## src/rtl/divider_param.sv

```systemverilog
// ============================================================================
// Module   : divider_param
// Purpose  : Iterative restoring radix-2 divider, signed/unsigned, one step
//            per cycle. Optional early exit when DIVIDER_EARLY_EXIT_EN is defined.
// Revision : 1.0
// ============================================================================
`default_nettype none

module divider_param #(
  parameter int WIDTH = 64
) (
  input  logic             clk,
  input  logic             resetn,
  input  logic             flush,
  input  logic             in_valid,
  output logic             in_ready,
  input  logic             is_signed,
  input  logic [WIDTH-1:0] a,
  input  logic [WIDTH-1:0] b,
  output logic             out_valid,
  input  logic             out_ready,
  output logic [WIDTH-1:0] quot,
  output logic [WIDTH-1:0] rem,
  output logic             busy
);

  localparam int CW = $clog2(WIDTH + 1);
  localparam logic [1:0] S_IDLE = 2'd0;
  localparam logic [1:0] S_CALC = 2'd1;
  localparam logic [1:0] S_DONE = 2'd2;
  localparam logic [CW-1:0] ITERS = CW'(WIDTH);

  logic [1:0]       state_q, state_d;
  logic [CW-1:0]    cnt_q, cnt_d;
  logic [WIDTH-1:0] r_q, r_d;
  logic [WIDTH-1:0] q_q, q_d;
  logic [WIDTH-1:0] dvs_q, dvs_d;
  logic             negq_q, negq_d;
  logic             negr_q, negr_d;
  logic             bz_q, bz_d;
  logic [WIDTH-1:0] quot_q, quot_d;
  logic [WIDTH-1:0] rem_q, rem_d;

  logic             a_neg, b_neg;
  logic [WIDTH-1:0] a_mag, b_mag;
  logic [WIDTH:0]   r_shift;
  logic             r_ge;
  logic [WIDTH-1:0] r_step, q_step;

  assign a_neg = is_signed & a[WIDTH-1];
  assign b_neg = is_signed & b[WIDTH-1];
  assign a_mag = a_neg ? -a : a;
  assign b_mag = b_neg ? -b : b;

  // Shifted remainder needs one extra bit: it may exceed WIDTH bits before the compare.
  assign r_shift = {r_q, q_q[WIDTH-1]};
  assign r_ge    = r_shift >= {1'b0, dvs_q};
  assign r_step  = r_ge ? (r_shift[WIDTH-1:0] - dvs_q) : r_shift[WIDTH-1:0];
  assign q_step  = {q_q[WIDTH-2:0], r_ge};

  assign in_ready  = (state_q == S_IDLE) && !flush;
  assign busy      = (state_q != S_IDLE);
  assign out_valid = (state_q == S_DONE);
  assign quot      = quot_q;
  assign rem       = rem_q;

  always_comb begin
    state_d = state_q;
    cnt_d   = cnt_q;
    r_d     = r_q;
    q_d     = q_q;
    dvs_d   = dvs_q;
    negq_d  = negq_q;
    negr_d  = negr_q;
    bz_d    = bz_q;
    quot_d  = quot_q;
    rem_d   = rem_q;
    if (flush) begin
      state_d = S_IDLE;
    end else begin
      case (state_q)
        S_IDLE: begin
          if (in_valid) begin
            negq_d  = a_neg ^ b_neg;
            negr_d  = a_neg;
            bz_d    = (b == '0);
            dvs_d   = b_mag;
            r_d     = '0;
            q_d     = a_mag;
            cnt_d   = ITERS;
            state_d = S_CALC;
`ifdef DIVIDER_EARLY_EXIT_EN
            if ((b == '0) || (a_mag < b_mag)) begin
              quot_d  = (b == '0) ? '1 : '0;
              rem_d   = a;
              cnt_d   = '0;
              state_d = S_DONE;
            end
`endif
          end
        end
        S_CALC: begin
          r_d   = r_step;
          q_d   = q_step;
          cnt_d = cnt_q - CW'(1);
          if (cnt_q == CW'(1)) begin
            // Divide-by-zero leaves |a| in R, so the sign fix-up restores rem = a.
            quot_d  = bz_q ? '1 : (negq_q ? -q_step : q_step);
            rem_d   = negr_q ? -r_step : r_step;
            state_d = S_DONE;
          end
        end
        S_DONE: begin
          if (out_ready) state_d = S_IDLE;
        end
        default: state_d = S_IDLE;
      endcase
    end
  end

  always_ff @(posedge clk) begin
    if (!resetn) begin
      state_q <= S_IDLE;
      cnt_q   <= '0;
      r_q     <= '0;
      q_q     <= '0;
      dvs_q   <= '0;
      negq_q  <= 1'b0;
      negr_q  <= 1'b0;
      bz_q    <= 1'b0;
      quot_q  <= '0;
      rem_q   <= '0;
    end else begin
      state_q <= state_d;
      cnt_q   <= cnt_d;
      r_q     <= r_d;
      q_q     <= q_d;
      dvs_q   <= dvs_d;
      negq_q  <= negq_d;
      negr_q  <= negr_d;
      bz_q    <= bz_d;
      quot_q  <= quot_d;
      rem_q   <= rem_d;
    end
  end

endmodule

`default_nettype wire
```

## config.mk

```make
export PLATFORM = sky130hd
export DESIGN_NAME = divider_param
export DESIGN_NICKNAME = d
export VERILOG_FILES = /design/src/rtl/divider_param.sv
export SDC_FILE = /design/constraint.sdc
export NUM_CORES = 1
export LEC_CHECK = 0
export CORE_MARGIN = 10
export CORE_UTILIZATION = 49
export CTS_CLUSTER_DIAMETER = 100
export CTS_CLUSTER_SIZE = 28
export DETAILED_ROUTE_END_ITERATION = 10
export PLACE_DENSITY = 0.71
export SLEW_MARGIN = 20
export SYNTH_ARGS = -nofsm -noshare
export SYNTH_HDL_FRONTEND = slang
export SYNTH_SLANG_ARGS = --single-unit
```

## constraint.sdc

```tcl
create_clock -name clk -period 6.8 [get_ports clk]
set_input_delay 2.04 -clock clk [delete_from_list [all_inputs] [get_ports clk]]
set_output_delay 2.04 -clock clk [all_outputs]
set_load 0.03 [all_outputs]
```

==> results.json <==
{
  "syn-cell-area_um2": 24200,
  "cts_root_buf": "clkbuf_16",
  "setup_viol": 0,
  "crit_path_end_kind": "flip-flop",
  "yosysTopAreaCell": "dfxtp_1",
  "worstHoldStart": "rem[35]",
  "ys_async_sr_fraction_pct": 0,
  "num_io_pins": 265,
  "synth_cells": 3332,
  "ys_seq_area_share_pct": 27.5,
  "cp_data_required_time_ns": 7.25,
  "first_iter_violations": 2532,
  "critPathMaxStageDelay_ns": 0.65,
  "grt_max_degree": 160,
  "ys_ff_latch": 332,
  "worst_pin_slew_ns": 1.19,
  "grt_pass1_vias": 24469,
  "min_period_over_period_pct": 88.6,
  "ant_nets": 0,
  "cts_buffers": 17,
  "vdd_drop_max_v": 0.000151,
  "final_common_cell": "nor2_1",
  "rsz0062_at_grt": "no",
  "finClkSkew_ns": 0.0470,
  "grt_overflow": 0,
  "fin_crit_ns": 6.02,
  "clkLatencyLatePin_ns": 0.57,
  "row_count": 81,
  "whs_path_depth": 2,
  "cp_slowest_cell": "or4_1",
  "ys_top_cells_by_area": "dfxtp_1, a21oi_1, nor2_1",
  "layout-drive-gt1-share_pct": 3.75,
  "die_w_um": 242,
  "syn2layout_area_growth_pct": 14.4,
  "fill_cells": 4725,
  "post_cts_buffers": 0,
  "dieHeight_um": 242,
  "syn_nets": 3537,
  "fin_setup_tns_ns": 0,
  "fmax_mhz": 166,
  "synth-main-ff-cell": "dfxtp_1",
  "r2r_end": "rem[42]",
  "grt_pass1_wl_um": 147000,
  "cts_tree": "yes",
  "worst_hold_slack_ns": 0.461,
  "yosys_warnings": 0,
  "clk_pin_slew_ns": 0.11,
  "worstSetupPathType": "flip-flop to flip-flop",
  "synth.avg_cell_area_um2": 7.26,
  "core_um2": 48800,
  "die_area_um2": 58700,
  "worstPathMaxFanout": 9,
  "ctsResizeCount": 0,
  "drt-pass1-iter-count": 8,
  "h-tree-depth": 1,
  "wl_per_cell_um": 23.5,
  "crit_family": "simple AND/OR/NAND/NOR gates",
  "routed_wl_um": 96200,
  "outcome": "finished, final reports clean",
  "start_util_pct": 49.5,
  "finalMaxSlewViolations": 0,
  "path_cells": "inv_1 > ha_1 > nand4_1 > nor3_1 > and3_1 > a31oi_1 > o211a_1 > nand2_4 > mux2i_1 > ha_1 > nand3_1 > or4_1 > nor3_1 > a41oi_1 > or2_0 > or4_1 > o31ai_1 > mux2i_1 > nand2_1",
  "vias": 26208,
  "relSlewSlack_pct": 18.3,
  "synth.top_cell.area_share_pct": 27.5,
  "min_path_type": "flip-flop to flip-flop",
  "finalHoldViolations": 0,
  "vias_per_cell": 6.39,
  "maxCapViolCount": 0,
  "hpwl_um": 74600,
  "cts_max_path_buffers": 3,
  "ys_types": 95,
  "arrival_ns": 6.48,
  "power_density_nw_per_um2": 161,
  "layout_common_cells": "nor2_1, a21oi_1, dfxtp_1",
  "place_congestion": 1.01,
  "nNetsFinal": 3635,
  "cellLeakagePower_nw": 10.5,
  "r2r-start": "dvs_q[60]",
  "holdPathEnd": "rem[35]",
  "r2r_slack_ns": 0.78,
  "antenna_found_initial": 1,
  "cts.sinks": 332,
  "postCtsHoldBufs": 0,
  "post-route-drc-count": 0,
  "synth-edff-count": 0,
  "grtUsageTotal_pct": 31.0,
  "io_buffers": 264,
  "worstSetupStartpointType": "flip-flop",
  "cp_num_buf_inv": 1,
  "rr_worst_depth": 19
}
[routing by layer]
| layer | up-vias | GRT usage, % | routed length [um] |
|---|---|---|---|
| met1 | 12505 | 41.4 | 41500 |
| met5 | - | 0 | 0 |
| li1 | 12336 | - | - |
| met2 | 1183 | 50.0 | 43500 |
| met3 | 184 | 3.95 | 7050 |
| met4 | 0 | 12.0 | 4190 |
[worst max path at each step]
| stage | startpoint | endpoint | cells past startpoint |
|---|---|---|---|
| floorplan | dvs_q[39] | rem[38] | 27 |
| global placement | b[8] | dvs_q[60] | 13 |
| detailed placement | b[8] | dvs_q[60] | 13 |
| CTS | dvs_q[60] | rem[38] | 19 |
| global route | dvs_q[60] | rem[38] | 19 |
| finish | dvs_q[60] | rem[42] | 19 |
[flip-flops by register name (all words and copies together), names as in the netlist]
signal   count
negr_q       1
negq_q       1
rem         64
dvs_q       64
r_q         64
bz_q         1
q_q         64
cnt_q        7
state_q      2
quot        64
[tightest hold or removal path: cells and delay by family, from the launching register on]
family / cells / cell delay (ns)
and+or+nand+nor: 1 / 0.05
AOI/OAI and AO/OA: 1 / 0.05
DFF: 1 / 0.33
[logic make-up (layout without fill, tap and decap cells)]
group / after synthesis / count (layout) / share of synthesized area (%)
flip-flops: 332 / 332 / 27.5
AO/OA/AOI/OAI: 1103 / 1103 / 28.7
multiplexers: 45 / 45 / 1.90
other: 0 / 1 / 0
AND/OR/NAND/NOR: 1197 / 1197 / 23.8
XOR/XNOR: 251 / 251 / 9.09
buffers and inverters: 333 / 437 / 5.43
adder cells (fa/ha/maj): 71 / 71 / 3.70
[layout make-up]
class / instances / area (um2) / share of cell area, %
inverter: 108 / 410 / 1.48
clock inverter: 7 / 72.6 / 0.262
antenna: 1 / 2.50 / 0.00904
sequential: 332 / 6650 / 24.0
clock buffer: 18 / 439 / 1.59
multi-input combinational: 2667 / 16300 / 58.9
tap: 664 / 831 / 3.00
timing repair buffer: 304 / 2980 / 10.8
[per-stage QoR]
stage               utilization, %  power [mW]  setup slack, ns  cell area, um2  instances
floorplan                        -        2.84            0.609           24200       3332
global placement              55.6        3.23            0.402           27100       4075
detailed placement            55.6        3.25            0.355           27100       4075
CTS                           56.6        4.44            0.854           27700       4100
global route                  56.6        4.64            0.330           27700       4101
finish                        56.6        4.45            0.777           27700       4101
[cell usage after synthesis, drive strengths merged, types with 23 or more instances]
cell,n
nor2,407
a21oi,387
dfxtp,332
nand2,299
o21ai,248
clkbuf,182
xor2,148
inv,106
xnor2,103
nor3,95
a211oi,92
ha,70
or3,63
nand3,61
o31ai,60
nand4,47
nor4,45
buf,43
a22oi,41
mux2i,38
or4,34
a31oi,33
a21o,31
and2,29
o211ai,28
o41ai,28
a311oi,23
nand2b,23
[where the power goes]
part | internal, mW | switching, mW | leakage (nW)
Clock | 0.488 | 0.718 | 0.242
Sequential | 2.00 | 0.0612 | 2.70
Combinational | 0.406 | 0.769 | 7.54
Total | 2.90 | 1.55 | 10.5
No activity file was read; power rests on OpenSTA's default activity.
